File: src/rtl/fpu_result_collector_if.sv
// Handshake bundle between the FPU enable path, the arithmetic units and the
// register interface. The collector connects through the slave modport; the
// side that launches units and acknowledges status uses the master modport.
interface fpu_result_collector_if #(
  parameter int DATA_W = 32
);
  logic [11:0]          unit_enable;
  logic [11:0]          unit_done;
  logic [12*DATA_W-1:0] unit_result;
  logic                 fpu_status_ack;
  logic                 fpu_busy;
  logic                 fpu_done;
  logic                 fpu_irq;
  logic [DATA_W-1:0]    fpu_result;
  logic [3:0]           fpu_op_code;
  logic [3:0]           fpu_err;

  modport master (
    output unit_enable, unit_done, unit_result, fpu_status_ack,
    input  fpu_busy, fpu_done, fpu_irq, fpu_result, fpu_op_code, fpu_err
  );

  modport slave (
    input  unit_enable, unit_done, unit_result, fpu_status_ack,
    output fpu_busy, fpu_done, fpu_irq, fpu_result, fpu_op_code, fpu_err
  );
endinterface

File: src/rtl/fpu_result_collector.sv
// Completion collector for the FPU enable path: remembers which unit was
// launched, waits for its done strobe, captures its result and holds status
// until software acknowledges.
// Optional feature macro: FPU_COLLECTOR_TIMEOUT_EN builds the WAIT timeout
// timer and err[3]; without it WAIT lasts until the expected done or a reset.
//
// state | meaning
// IDLE  | no operation outstanding, accepting a one-hot launch
// WAIT  | launched unit running, waiting for its done strobe (busy)
// DONE  | result/op code/errors held, waiting for software ack
module fpu_result_collector #(
  parameter int DATA_W         = 32,
  parameter int TIMEOUT_CYCLES = 255
) (
  input logic                  clk,
  input logic                  rst,
  fpu_result_collector_if.slave bus
);

  typedef enum logic [1:0] {IDLE, WAIT, DONE} state_t;

  if (TIMEOUT_CYCLES < 2) begin : g_bad_timeout
    $error("TIMEOUT_CYCLES must be at least 2");
  end

  state_t              state_q, state_d;
  logic [11:0]         mask_q, mask_d;
  logic [3:0]          op_q, op_d;
  logic [DATA_W-1:0]   result_q, result_d;
  logic [3:0]          err_q, err_d;
  logic                irq_q, irq_d;

`ifdef FPU_COLLECTOR_TIMEOUT_EN
  localparam int TIMER_W = $clog2(TIMEOUT_CYCLES);
  localparam logic [TIMER_W-1:0] TIMER_LOAD = TIMER_W'(TIMEOUT_CYCLES - 1);
  // Down-counter: loaded on launch, timeout declared at terminal count zero.
  logic [TIMER_W-1:0]  timer_q, timer_d;
`endif

  logic [11:0]         en, dn, hit;
  logic                en_soft, en_one_hot, en_cmd;
  logic [3:0]          launch_code;
  logic [DATA_W-1:0]   hit_data;

  assign en         = bus.unit_enable;
  assign dn         = bus.unit_done;
  assign hit        = dn & mask_q;
  assign en_soft    = (en == 12'hFFF);
  assign en_one_hot = (en != 12'd0) && ((en & (en - 12'd1)) == 12'd0);
  assign en_cmd     = (en != 12'd0) && !en_soft;

  // Encode the launched bit i as {k/3, k%3} with k = 11 - i.
  always_comb begin
    launch_code = 4'd0;
    for (int i = 0; i < 12; i++) begin
      if (en[i]) launch_code = {2'((11 - i) / 3), 2'((11 - i) % 3)};
    end
  end

  // Select the result lane of the expected unit.
  always_comb begin
    hit_data = '0;
    for (int i = 0; i < 12; i++) begin
      if (hit[i]) hit_data = bus.unit_result[i*DATA_W +: DATA_W];
    end
  end

  // Next-state and next-output logic; soft reset overrides every event.
  always_comb begin
    state_d  = state_q;
    mask_d   = mask_q;
    op_d     = op_q;
    result_d = result_q;
    err_d    = err_q;
    irq_d    = 1'b0;
`ifdef FPU_COLLECTOR_TIMEOUT_EN
    timer_d  = timer_q;
`endif
    if (en_soft) begin
      state_d  = IDLE;
      mask_d   = '0;
      op_d     = '0;
      result_d = '0;
      err_d    = '0;
`ifdef FPU_COLLECTOR_TIMEOUT_EN
      timer_d  = '0;
`endif
    end else begin
      case (state_q)
        IDLE: begin
          if (en_one_hot) begin
            mask_d  = en;
            op_d    = launch_code;
            state_d = WAIT;
`ifdef FPU_COLLECTOR_TIMEOUT_EN
            timer_d = TIMER_LOAD;
`endif
          end else if (en_cmd) begin
            err_d[0] = 1'b1;
          end
          if (dn != 12'd0) err_d[1] = 1'b1;
        end
        WAIT: begin
          if (hit != 12'd0) begin
            result_d = hit_data;
            irq_d    = 1'b1;
            state_d  = DONE;
          end
`ifdef FPU_COLLECTOR_TIMEOUT_EN
          else if (timer_q == '0) begin
            err_d[3] = 1'b1;
            result_d = '0;
            irq_d    = 1'b1;
            state_d  = DONE;
          end else begin
            timer_d = timer_q - 1'b1;
          end
`endif
          if ((dn & ~mask_q) != 12'd0) err_d[1] = 1'b1;
          if (en_cmd) err_d[2] = 1'b1;
        end
        DONE: begin
          if (bus.fpu_status_ack) begin
            state_d  = IDLE;
            mask_d   = '0;
            op_d     = '0;
            result_d = '0;
            err_d    = '0;
            // A launch coinciding with the ack starts the next op immediately.
            if (en_one_hot) begin
              mask_d  = en;
              op_d    = launch_code;
              state_d = WAIT;
`ifdef FPU_COLLECTOR_TIMEOUT_EN
              timer_d = TIMER_LOAD;
`endif
            end
          end else begin
            if (en_cmd) err_d[2] = 1'b1;
            if (dn != 12'd0) err_d[1] = 1'b1;
          end
        end
        default: state_d = IDLE;
      endcase
    end
  end

  // State and output registers with synchronous reset.
  always_ff @(posedge clk) begin
    if (rst) begin
      state_q  <= IDLE;
      mask_q   <= '0;
      op_q     <= '0;
      result_q <= '0;
      err_q    <= '0;
      irq_q    <= 1'b0;
`ifdef FPU_COLLECTOR_TIMEOUT_EN
      timer_q  <= '0;
`endif
    end else begin
      state_q  <= state_d;
      mask_q   <= mask_d;
      op_q     <= op_d;
      result_q <= result_d;
      err_q    <= err_d;
      irq_q    <= irq_d;
`ifdef FPU_COLLECTOR_TIMEOUT_EN
      timer_q  <= timer_d;
`endif
    end
  end

  assign bus.fpu_busy    = (state_q == WAIT);
  assign bus.fpu_done    = (state_q == DONE);
  assign bus.fpu_irq     = irq_q;
  assign bus.fpu_result  = result_q;
  assign bus.fpu_op_code = op_q;
  assign bus.fpu_err     = err_q;

endmodule

File: src/flat_wrapper.sv
// flat-port wrapper written by rule: the top's interface ports become plain ports
module fpu_result_collector_flat 
#(
  parameter int DATA_W         = 32,
  parameter int TIMEOUT_CYCLES = 255
)
  (clk, rst, bus_unit_enable, bus_unit_done, bus_unit_result, bus_fpu_status_ack, bus_fpu_busy, bus_fpu_done, bus_fpu_irq, bus_fpu_result, bus_fpu_op_code, bus_fpu_err);
  fpu_result_collector_if #(.DATA_W(DATA_W)) bus_i ();
  input logic clk;
  input logic rst;
  input wire logic [$bits(bus_i.unit_enable)-1:0] bus_unit_enable;
  input wire logic [$bits(bus_i.unit_done)-1:0] bus_unit_done;
  input wire logic [$bits(bus_i.unit_result)-1:0] bus_unit_result;
  input wire logic [$bits(bus_i.fpu_status_ack)-1:0] bus_fpu_status_ack;
  output wire logic [$bits(bus_i.fpu_busy)-1:0] bus_fpu_busy;
  output wire logic [$bits(bus_i.fpu_done)-1:0] bus_fpu_done;
  output wire logic [$bits(bus_i.fpu_irq)-1:0] bus_fpu_irq;
  output wire logic [$bits(bus_i.fpu_result)-1:0] bus_fpu_result;
  output wire logic [$bits(bus_i.fpu_op_code)-1:0] bus_fpu_op_code;
  output wire logic [$bits(bus_i.fpu_err)-1:0] bus_fpu_err;
  assign bus_i.unit_enable = bus_unit_enable;
  assign bus_i.unit_done = bus_unit_done;
  assign bus_i.unit_result = bus_unit_result;
  assign bus_i.fpu_status_ack = bus_fpu_status_ack;
  assign bus_fpu_busy = bus_i.fpu_busy;
  assign bus_fpu_done = bus_i.fpu_done;
  assign bus_fpu_irq = bus_i.fpu_irq;
  assign bus_fpu_result = bus_i.fpu_result;
  assign bus_fpu_op_code = bus_i.fpu_op_code;
  assign bus_fpu_err = bus_i.fpu_err;
  fpu_result_collector #(.DATA_W(DATA_W), .TIMEOUT_CYCLES(TIMEOUT_CYCLES)) u_core (.clk(clk), .rst(rst), .bus(bus_i));
endmodule
File: config.mk
export PLATFORM = sky130hd
export DESIGN_NAME = fpu_result_collector_flat
export DESIGN_NICKNAME = d
export VERILOG_FILES = /design/src/rtl/fpu_result_collector_if.sv /design/src/rtl/fpu_result_collector.sv /design/src/flat_wrapper.sv
export SDC_FILE = /design/constraint.sdc
export NUM_CORES = 1
export LEC_CHECK = 0
export ABC_AREA = 0
export CAP_MARGIN = 20
export CORE_AREA = 2 2 178 180
export CTS_CLUSTER_DIAMETER = 200
export DETAILED_ROUTE_END_ITERATION = 10
export DIE_AREA = 0 0 180 182
export SYNTH_ARGS = -nofsm -noshare
export SYNTH_HDL_FRONTEND = slang
export SYNTH_SLANG_ARGS = --single-unit
File: constraint.sdc
create_clock -name clk -period 4.45 [get_ports clk]
set_input_delay 0.6675 -clock clk [delete_from_list [all_inputs] [get_ports clk]]
set_output_delay 0.6675 -clock clk [all_outputs]
set_load 0.01 [all_outputs]
==> results of run 1 <==
[cells in the final DEF (no fill, tap or decap), drive strengths merged, types with 30 or more instances in the layout]
cell | netlist | routed
a31oi | 93 | 93
a21oi | 65 | 65
a32o | 33 | 33
clkdlybuf4s50 | 0 | 451
nor2 | 48 | 48
and3 | 61 | 61
o221ai | 30 | 30
a22oi | 33 | 33
dfxtp | 54 | 54
o21ai | 103 | 103
o22ai | 35 | 35
o211ai | 32 | 32
a22o | 44 | 44
[critical path, delay by kind of cell]
| kind | cells | cell delay, ns |
|---|---|---|
| adder cells (fa/ha/maj) | 1 | 0.35 |
| buffers and inverters | 1 | 0.56 |
| AND/OR/NAND/NOR | 4 | 1.53 |
| AO/OA/AOI/OAI | 1 | 0.21 |
[area by class of cell]
class | instances | area [sq um] | area share [%]
Multi-Input combinational cell | 688 | 4500 | 40.8
Sequential cell | 54 | 1080 | 9.82
Tap cell | 402 | 503 | 4.56
Inverter | 17 | 63.8 | 0.579
Antenna cell | 2 | 5.00 | 0.0454
Clock inverter | 2 | 16.3 | 0.148
Clock buffer | 6 | 139 | 1.26
Timing Repair Buffer | 475 | 4720 | 42.8
[state kept, by name, summed over array words and instances (netlist names)]
signal and count:
u_core.bus.fpu_irq 1, u_core.bus.fpu_err 3, u_core.mask_q 12, u_core.bus.fpu_result 32, u_core.bus.fpu_op_code 4, u_core.state_q 2
[per-layer routing]
| layer | vias to the layer above | part of all wire (%) |
|---|---|---|
| met5 | - | 0 |
| met4 | 0 | 2.3 |
| met3 | 58 | 8.6 |
| met2 | 541 | 46 |
| met1 | 4575 | 43 |
| li1 | 4262 | - |
[path summary, 6_finish.rpt]
check | to | cells after the start
max | u_core.mask_q[7] | 7
min | u_core.bus.fpu_result[23] | 1
max reg2reg | u_core.bus.fpu_result[24] | 7
min reg2reg | u_core.bus.fpu_result[23] | 1
[cells by family (layout without fill, tap and decap cells)]
kind of cell	Yosys count	in the layout	share of synthesized area [%]
flops	54	54	17.9
buf+inv	127	500	8.27
other cells	1	3	0.0621
xor+xnor	1	1	0.145
compound gates	498	498	56.0
simple gates	181	181	16.3
fa+ha+maj	5	5	1.02
mux	2	2	0.332
[per-stage QoR]
step,area [sq um],hold slack (ns)
after global placement,10900,0.446
after CTS,11000,0.475
after global routing,11000,0.491
final,11000,0.471
after floorplan,6040,0.472
after detailed placement,10900,0.450
[power groups by stage]
stage,Combinational [mW],Clock (mW),Sequential [mW]
3_3_place_gp,0.466,0,0.496
4_1_cts,0.469,0.461,0.485
6_report,0.474,0.449,0.485
3_5_place_dp,0.466,0,0.496
5_1_grt,0.495,0.477,0.485
2_1_floorplan,0.0539,0,0.497
==> out/metrics.yaml, run 1 <==
status: "finished clean"
finalHoldViolations: 0
tns_ns: 0
nets: 1656
met2_usage_pct: 39.5
dieArea_sq_um: 32800
crit_type: "in2reg"
max_slew.worst_pin.slew_ns: 1.01
dr.pass1.iters: 5
met1_usage_pct: 32.4
drive_above_1_share_pct: 4.51
p_total_mw: 1.41
yosysTopAreaCellShare_pct: 17.9
synth_cell_type_count: 61
ctsHoldBuffers: 0
cp-start-kind: "input pin"
ant_nets: 0
synth-edff-count: 0
num-fill-cells: 3297
setup_viol: 0
route.detailed.drc: 0
clockBufferDepth: 2
synth-seq-cells: 54
p_switching_uw: 360
crit_chain: "clkdlybuf4s50_1 > nor4_4 > nand2_2 > maj3_2 > or3_4 > nor3_2 > a22o_1"
ir_worst_vdd_mv: 0.121
synth-main-ff-cell: "dfxtp_1"
rsz0062_at_grt: "no"
dp.cells: 1636
slew_headroom_pct: 32.9
grt_pass1_vias: 9240
grt_overflow: 0
syn-cell-area_sq_um: 6040
synth_fp_nets: 1284
grt_pass1_wl_um: 60500
startpoint: "bus_unit_enable[2]"
cap_violations: 0
synthCells: 869
grt_max_degree: 66
grt_use_met3_pct: 5.78
cts_buffers: 5
setup_slack_ns: 1.38
rows: 65
synth.most_common_cell: "o21ai_0"
postCtsSetupRepairBufs: 0
cts.reportedPaths.clkPinSlew_ns: 0.09
grt_busiest_layer: "met2"
cts-root-buf: "clkbuf_16"
gp_congestion: 0.898
clockPowerShare_pct: 31.9
post-route-util_pct: 35.6
r2r_slack_ns: 1.67
power.internal_mw: 1.05
worst_ep_required_time_ns: 4.70
place_hpwl_um: 31000
p_comb_share_pct: 33.7
post_cts_resized: 0
cp.arrival_ns: 3.32
hold_path.startpoint: "u_core.bus.fpu_result[23]"
routed_wirelength_um: 42500
start_util_pct: 19.5
clkLatencyLatePin_ns: 0.31
r2r_start: "u_core.mask_q[7]"
final_cells: 1646
hold_path.class: "reg2reg"
power.leakage_nw: 3.86
yosysTopAreaCell: "dfxtp_1"
drtIter0Drc: 758
io_pins: 454
synth_commonest_cells: "o21ai_0, clkbuf_1, a31oi_1"
post_synth.cell_area_avg_sq_um: 6.95
switching_share_pct: 25.6
fin_skew_ns: 0.0143
place_ws_ns: 1.06
core_area_sq_um: 31000
async_reset_ff_share_pct: 0
port_buffers: 452
area_growth_pct: 82.6
period_share_pct: 69.0
crit_slowest_cell: "clkdlybuf4s50_1"
synth_warnings: 0
wl_per_cell_um: 25.8
seq_area_frac_synth_pct: 17.9
netlist_top_cells_area: "dfxtp_1, a31oi_1, o21ai_0"
vias: 9436
cts_tree: "built"
die_h_um: 182
antenna_found_initial: 2
critPathMaxStageDelay_ns: 0.56
grt_usage_pct: 24.4
cts.sinks: 54
slew_viol_final: 0
end_kind: "flip-flop"
seq_power_share_pct: 34.5
via_per_inst: 5.73
htreeDepth: 2
power_density_nw_per_um2: 128
fmaxAchievable_mhz: 326
period_needed_ns: 3.07
critPathMaxFanout: 12
die_w_um: 180
Power figures use the tool's default switching activity.
==> inputs of run 2 (changes only) <==
--- a/config.mk
+++ b/config.mk
@@ -7,10 +7,10 @@
 export LEC_CHECK = 0
 export ABC_AREA = 0
 export CAP_MARGIN = 20
-export CORE_AREA = 2 2 178 180
+export CORE_AREA = 2 2 177 179
 export CTS_CLUSTER_DIAMETER = 200
 export DETAILED_ROUTE_END_ITERATION = 10
-export DIE_AREA = 0 0 180 182
+export DIE_AREA = 0 0 179 181
 export SYNTH_ARGS = -nofsm -noshare
 export SYNTH_HDL_FRONTEND = slang
 export SYNTH_SLANG_ARGS = --single-unit
==> constraint.sdc (replaced) <==
create_clock -name clk -period 2.75 [get_ports clk]
set_input_delay 0.4125 -clock clk [delete_from_list [all_inputs] [get_ports clk]]
set_output_delay 0.4125 -clock clk [all_outputs]
set_load 0.01 [all_outputs]
==> out/metrics.yaml, run 2 (synthesis gave the netlist of run 1 again) <==
grt_usage_pct: 24.2  # -0.17 points
start_util_pct: 19.9  # +0.41 points
hold_path.startpoint: "u_core.bus.fpu_err[0]"
rr_worst_depth: 8  # +1
cts-root-buf: "clkbuf_16"
crit_cells: 8  # +1
dieArea_sq_um: 32400  # -1.1%
vias: 9440  # +0.042%
max_slew.worst_pin.slew_ns: 1.04  # +0.0344 ns
worst_ep_required_time_ns: 2.96  # -1.74 ns
hold_ws_ns: 0.482  # +0.0105 ns
power_density_nw_per_um2: 201  # +57%
multiInputGateArea_sq_um: 4500  # about the same
ant_nets: 0  # unchanged
final_common_cell: "clkdlybuf4s50_1"
rsz0062_at_grt: "no"
cts_buffers: 5  # unchanged
critPathMaxFanout: 16  # +4
p_comb_share_pct: 34.7  # +1.0 points
end_kind: "flip-flop"
largest_reg_flops: 32  # unchanged
hold_path.class: "reg2reg"
switching_share_pct: 25.9  # +0.35 points
rr_endpoint: "u_core.bus.fpu_result[31]"
cts.reportedPaths.clkPinSlew_ns: 0.09  # about the same
antenna_found_initial: 5  # +3
crit_chain: "clkdlybuf4s50_1 > buf_4 > a211oi_1 > o21a_1 > o2111ai_1 > o31a_1 > o21a_4 > a22o_1"
cp-start-kind: "input pin"
ctsHoldBuffers: 0  # unchanged
cp_top_family: "compound AO/OA/AOI/OAI gates"
post_dp_cell_area_sq_um: 11300  # +3.7%
fmaxAchievable_mhz: 412
cap_violations: 0  # unchanged
cts_tree: "built"
post-route-util_pct: 37.7  # +2.1 points
dr.pass1.iters: 5  # unchanged
min_to: "u_core.bus.fpu_err[0]"
ir_worst_vdd_mv: 0.212  # +76%
seq_area_sq_um: 1080  # -0.12%
r2r_start: "u_core.mask_q[4]"
area_growth_pct: 89.5
num-fill-cells: 3179  # -3.6%
p_total_mw: 2.29  # +63%
place_hpwl_um: 32600  # +5.0%
clockPowerShare_pct: 31.1  # -0.8 points
grt_pass1_wl_um: 58300  # -3.7%
critPathMaxStageDelay_ns: 0.54  # -0.02 ns
core_area_sq_um: 30300  # -2.1%
period_share_pct: 88.2
period_needed_ns: 2.43
p_switching_uw: 595  # +65%
power.internal_mw: 1.70  # +62%
slew_viol_final: 0  # unchanged
dp.cells: 1677  # +2.5%
io_pins: 454  # unchanged
fin_skew_ns: 0.0100  # -0.00429 ns
seq_power_share_pct: 34.2  # -0.3 points
slew_headroom_pct: 30.4  # -2.5 points
rows: 64  # -1.5%
clkLatencyLatePin_ns: 0.31  # about the same
drtIter0Drc: 712  # -6.1%
grt_overflow: 0  # unchanged
crit_buf_inv: 2  # +1
post_cts_resized: 0  # unchanged
clockBufferDepth: 2  # unchanged
drive_above_1_share_pct: 7.98  # +3.5 points
gp_congestion: 0.913  # +1.7%
port_buffers: 452  # unchanged
status: "finished clean"
final_cells: 1689  # +2.6%
wl_per_cell_um: 25.1  # -2.8%
power.leakage_nw: 4.12  # +6.8%
setup_viol: 0  # unchanged
r2r_slack_ns: 0.53  # -1.14 ns
stdcell_area_sq_um: 11400  # +3.8%
cp.arrival_ns: 2.64  # -0.68 ns
die_w_um: 179  # -0.56%
cts.sinks: 54  # unchanged
nets: 1704  # +2.9%
htreeDepth: 2  # unchanged
route.detailed.drc: 0  # unchanged
grt_max_degree: 66  # unchanged
whs_path_depth: 2  # +1
finalHoldViolations: 0  # unchanged
postCtsSetupRepairBufs: 0  # unchanged
via_per_inst: 5.59  # -2.5%
crit_type: "in2reg"
final_cell_mix: "clkdlybuf4s50_1, o21ai_0, a31oi_1"
crit_slowest_cell: "clkdlybuf4s50_1"
die_h_um: 181  # -0.55%
routed_wirelength_um: 42400  # -0.23%
grt_pass1_vias: 9361  # +1.3%
[run 2: cell type report]
cell class	count	share of cell area [%]
sequential	54	9.45
tap	396	4.33
clock buffer	5	1.09
clock inverter	3	0.252
multi-input combinational	688	39.3
antenna	3	0.0656
timing repair buffer	523	44.9
inverter	17	0.558
[run 2: power by group through the flow]
| stage | Sequential [mW] | Combinational, mW | Clock [mW] |
|---|---|---|---|
| after floorplan | 0.804 | 0.0872 | 0 |
| after detailed placement | 0.803 | 0.788 | 0 |
| after global routing | 0.785 | 0.833 | 0.758 |
| final | 0.785 | 0.797 | 0.713 |
| after CTS | 0.785 | 0.794 | 0.740 |
| after global placement | 0.803 | 0.787 | 0 |
[run 2: worst reg2reg max path, stage by stage, from the launching register on]
cell and delay [ns]:
dfxtp_1 0.43, buf_4 0.21, nand2_1 0.13, buf_4 0.28
a31oi_1 0.33, o211ai_1 0.20, a21oi_1 0.22, o21ai_0 0.11
a22o_1 0.20
[run 2: through the flow]
step                setup TNS (ns)  worst slack [ns]
CTS                              0             0.132
global route                     0             0.152
detailed placement           -1.09            -0.178
finish                           0             0.323
global placement            -0.223            -0.118
floorplan                        0             0.439
[run 2: worst max path at each step]
| stage | startpoint | endpoint | slack (ns) |
|---|---|---|---|
| final | bus_unit_enable[3] | u_core.mask_q[1] | 0.32 |
| after global placement | bus_unit_enable[3] | u_core.bus.fpu_result[23] | -0.12 |
| after CTS | bus_unit_enable[3] | u_core.bus.fpu_result[24] | 0.13 |
| after global routing | bus_unit_enable[3] | u_core.state_q[0] | 0.15 |
| after floorplan | bus_unit_enable[4] | u_core.mask_q[10] | 0.44 |
| after detailed placement | bus_unit_enable[3] | u_core.bus.fpu_result[24] | -0.18 |
[run 2: layer usage]
metal / GRT usage (%) / wire length (um)
met4: 9.04 / 1440
met1: 28.7 / 16500
met3: 5.87 / 4040
met2: 41.8 / 20400
met5: 0 / 13
==> inputs of run 3 (changes only) <==
--- a/config.mk
+++ b/config.mk
@@ -11,6 +11,7 @@
 export CTS_CLUSTER_DIAMETER = 200
 export DETAILED_ROUTE_END_ITERATION = 10
 export DIE_AREA = 0 0 179 181
+export GPL_TIMING_DRIVEN = 0
 export SYNTH_ARGS = -nofsm -noshare
 export SYNTH_HDL_FRONTEND = slang
 export SYNTH_SLANG_ARGS = --single-unit
==> out/metrics.yaml, run 3 (synthesis gave the netlist of run 1 again) <==
status: "finished clean"
final_common_cell: "clkdlybuf4s50_1"
io_pins: 454  # unchanged
grt_pass1_vias: 9594  # +2.5%
finalHoldViolations: 0  # unchanged
port_buffers: 445  # -1.5%
grt_max_degree: 20  # -70%
worst_ep_required_time_ns: 2.96  # about the same
seq_area_sq_um: 1080  # unchanged
max_slew.worst_pin.slew_ns: 0.696  # -0.345 ns
cp.arrival_ns: 2.89  # +0.25 ns
slew_headroom_pct: 53.6  # +23 points
gp_congestion: 0.931  # +1.9%
grt_usage_pct: 26.9  # +2.7 points
fmaxAchievable_mhz: 373  # -9.5%
end_kind: "flip-flop"
grt_overflow: 0  # unchanged
crit_type: "in2reg"
critPathMaxFanout: 10  # -6
via_per_inst: 5.68  # +1.6%
cts_tree: "built"
die_h_um: 181  # unchanged
fin_skew_ns: 0.00896  # -0.00109 ns
power.leakage_nw: 3.96  # -4.0%
multiInputGateArea_sq_um: 4530  # +0.67%
slew_viol_final: 0  # unchanged
dieArea_sq_um: 32400  # unchanged
period_share_pct: 97.5  # +9.2 points
cp-start-kind: "input pin"
htreeDepth: 2  # unchanged
route.detailed.drc: 0  # unchanged
clockBufferDepth: 2  # unchanged
setup_viol: 0  # unchanged
routed_wirelength_um: 45900  # +8.4%
power_density_nw_per_um2: 204  # +1.9%
vias: 9774  # +3.5%
hold_path.class: "in2reg"
num-fill-cells: 3270  # +2.9%
cts.reportedPaths.clkPinSlew_ns: 0.09  # about the same
dr.pass1.iters: 5  # unchanged
grt_pass1_wl_um: 64400  # +10%
rows: 64  # unchanged
nets: 1736  # +1.9%
largest_reg_flops: 32  # unchanged
core_area_sq_um: 30300  # unchanged
place_hpwl_um: 36900  # +13%
die_w_um: 179  # unchanged
ant_nets: 0  # unchanged
clkLatencyLatePin_ns: 0.32  # about the same
start_util_pct: 19.9  # unchanged
tns_ns: 0  # unchanged
setup_slack_ns: 0.0699  # -0.253 ns
drive_above_1_share_pct: 4.08  # -3.9 points
wl_per_cell_um: 26.7  # +6.3%
antenna_found_initial: 7  # +2
cts_buffers: 5  # unchanged
rsz0062_at_grt: "no"
drtIter0Drc: 815  # +14%
cap_violations: 0  # unchanged
ir_worst_vdd_mv: 0.189  # -11%
period_needed_ns: 2.68  # +0.253 ns
area_growth_pct: 86.5
cts.sinks: 54  # unchanged
place_ws_ns: -1.31  # -1.13 ns
cts-root-buf: "clkbuf_16"
final_cell_mix: "clkdlybuf4s50_1, o21ai_0, a31oi_1"
run 3: cell types whose count changed in the layout (fill, tap and decap cells not counted), sizes merged:
cell,delta
clkdlybuf4s50,-7
clkbuf,+95
diode,+1
dlymetal6s2s,+2
buf,-58
run 3: per-stage QoR:
| stage | hold WS, ns | power (mW) | area [sq um] | std cells | utilization (%) |
|---|---|---|---|---|---|
| finish | 0.466 | 2.30 | 11300 | 1722 | 37.1 |
| floorplan | 0.472 | 0.891 | 6040 | 869 | - |
| global route | 0.481 | 2.37 | 11300 | 1722 | 37.1 |
| CTS | 0.455 | 2.31 | 11200 | 1719 | 37.0 |
| global placement | 0.448 | 1.57 | 11000 | 1710 | 36.2 |
| detailed placement | 0.451 | 1.57 | 11000 | 1710 | 36.2 |
run 3: layout make-up:
class | count | area share (%)
clock buffers | 5 | 1.11
repair buffers | 447 | 39.7
plain buffers | 108 | 4.01
flip-flops and latches | 54 | 9.60
clock inverters | 3 | 0.256
inverters | 17 | 0.567
diodes | 4 | 0.0889
multi-input cells | 688 | 40.2
well taps | 396 | 4.40
run 3: path summary, 6_finish.rpt:
| kind | start | endpoint | slack (ns) | cells past startpoint |
|---|---|---|---|---|
| worst max-delay path | bus_unit_done[4] | u_core.bus.fpu_result[4] | 0.07 | 8 |
| worst min-delay path | bus_unit_enable[5] | u_core.mask_q[5] | 0.47 | 2 |
| worst max register to register | u_core.mask_q[4] | u_core.bus.fpu_result[4] | 0.22 | 7 |
| worst min register to register | u_core.bus.fpu_result[24] | u_core.bus.fpu_result[24] | 0.47 | 1 |
run 3: power by group:
part           total (mW)  switching [mW]  internal, mW
sequential          0.785         0.00155         0.783
combinational       0.780           0.239         0.541
clock               0.737           0.385         0.352
run 3: timing repair:
action	CTS	global route
endpoints found under the setup margin	32	42
buffers inserted	1	1
pin swaps	1	2
hold buffers	0	0
resized for setup	20	20
run 3: routing by layer:
metal	wire length, um	GRT usage [%]	vias up
met3	4040	5.74	72
met2	22400	47.1	570
met5	37	0	-
met4	1180	6.57	6
li1	-	-	4420
met1	18300	33.1	4706
run 3: critical path: stages:
cell and delay, ns:
clkdlybuf4s50_1 0.70, nand2_1 0.25, clkbuf_1 0.39, a31oi_2 0.35
o211ai_1 0.26, a21oi_1 0.20, o21ai_0 0.10, a22o_1 0.20
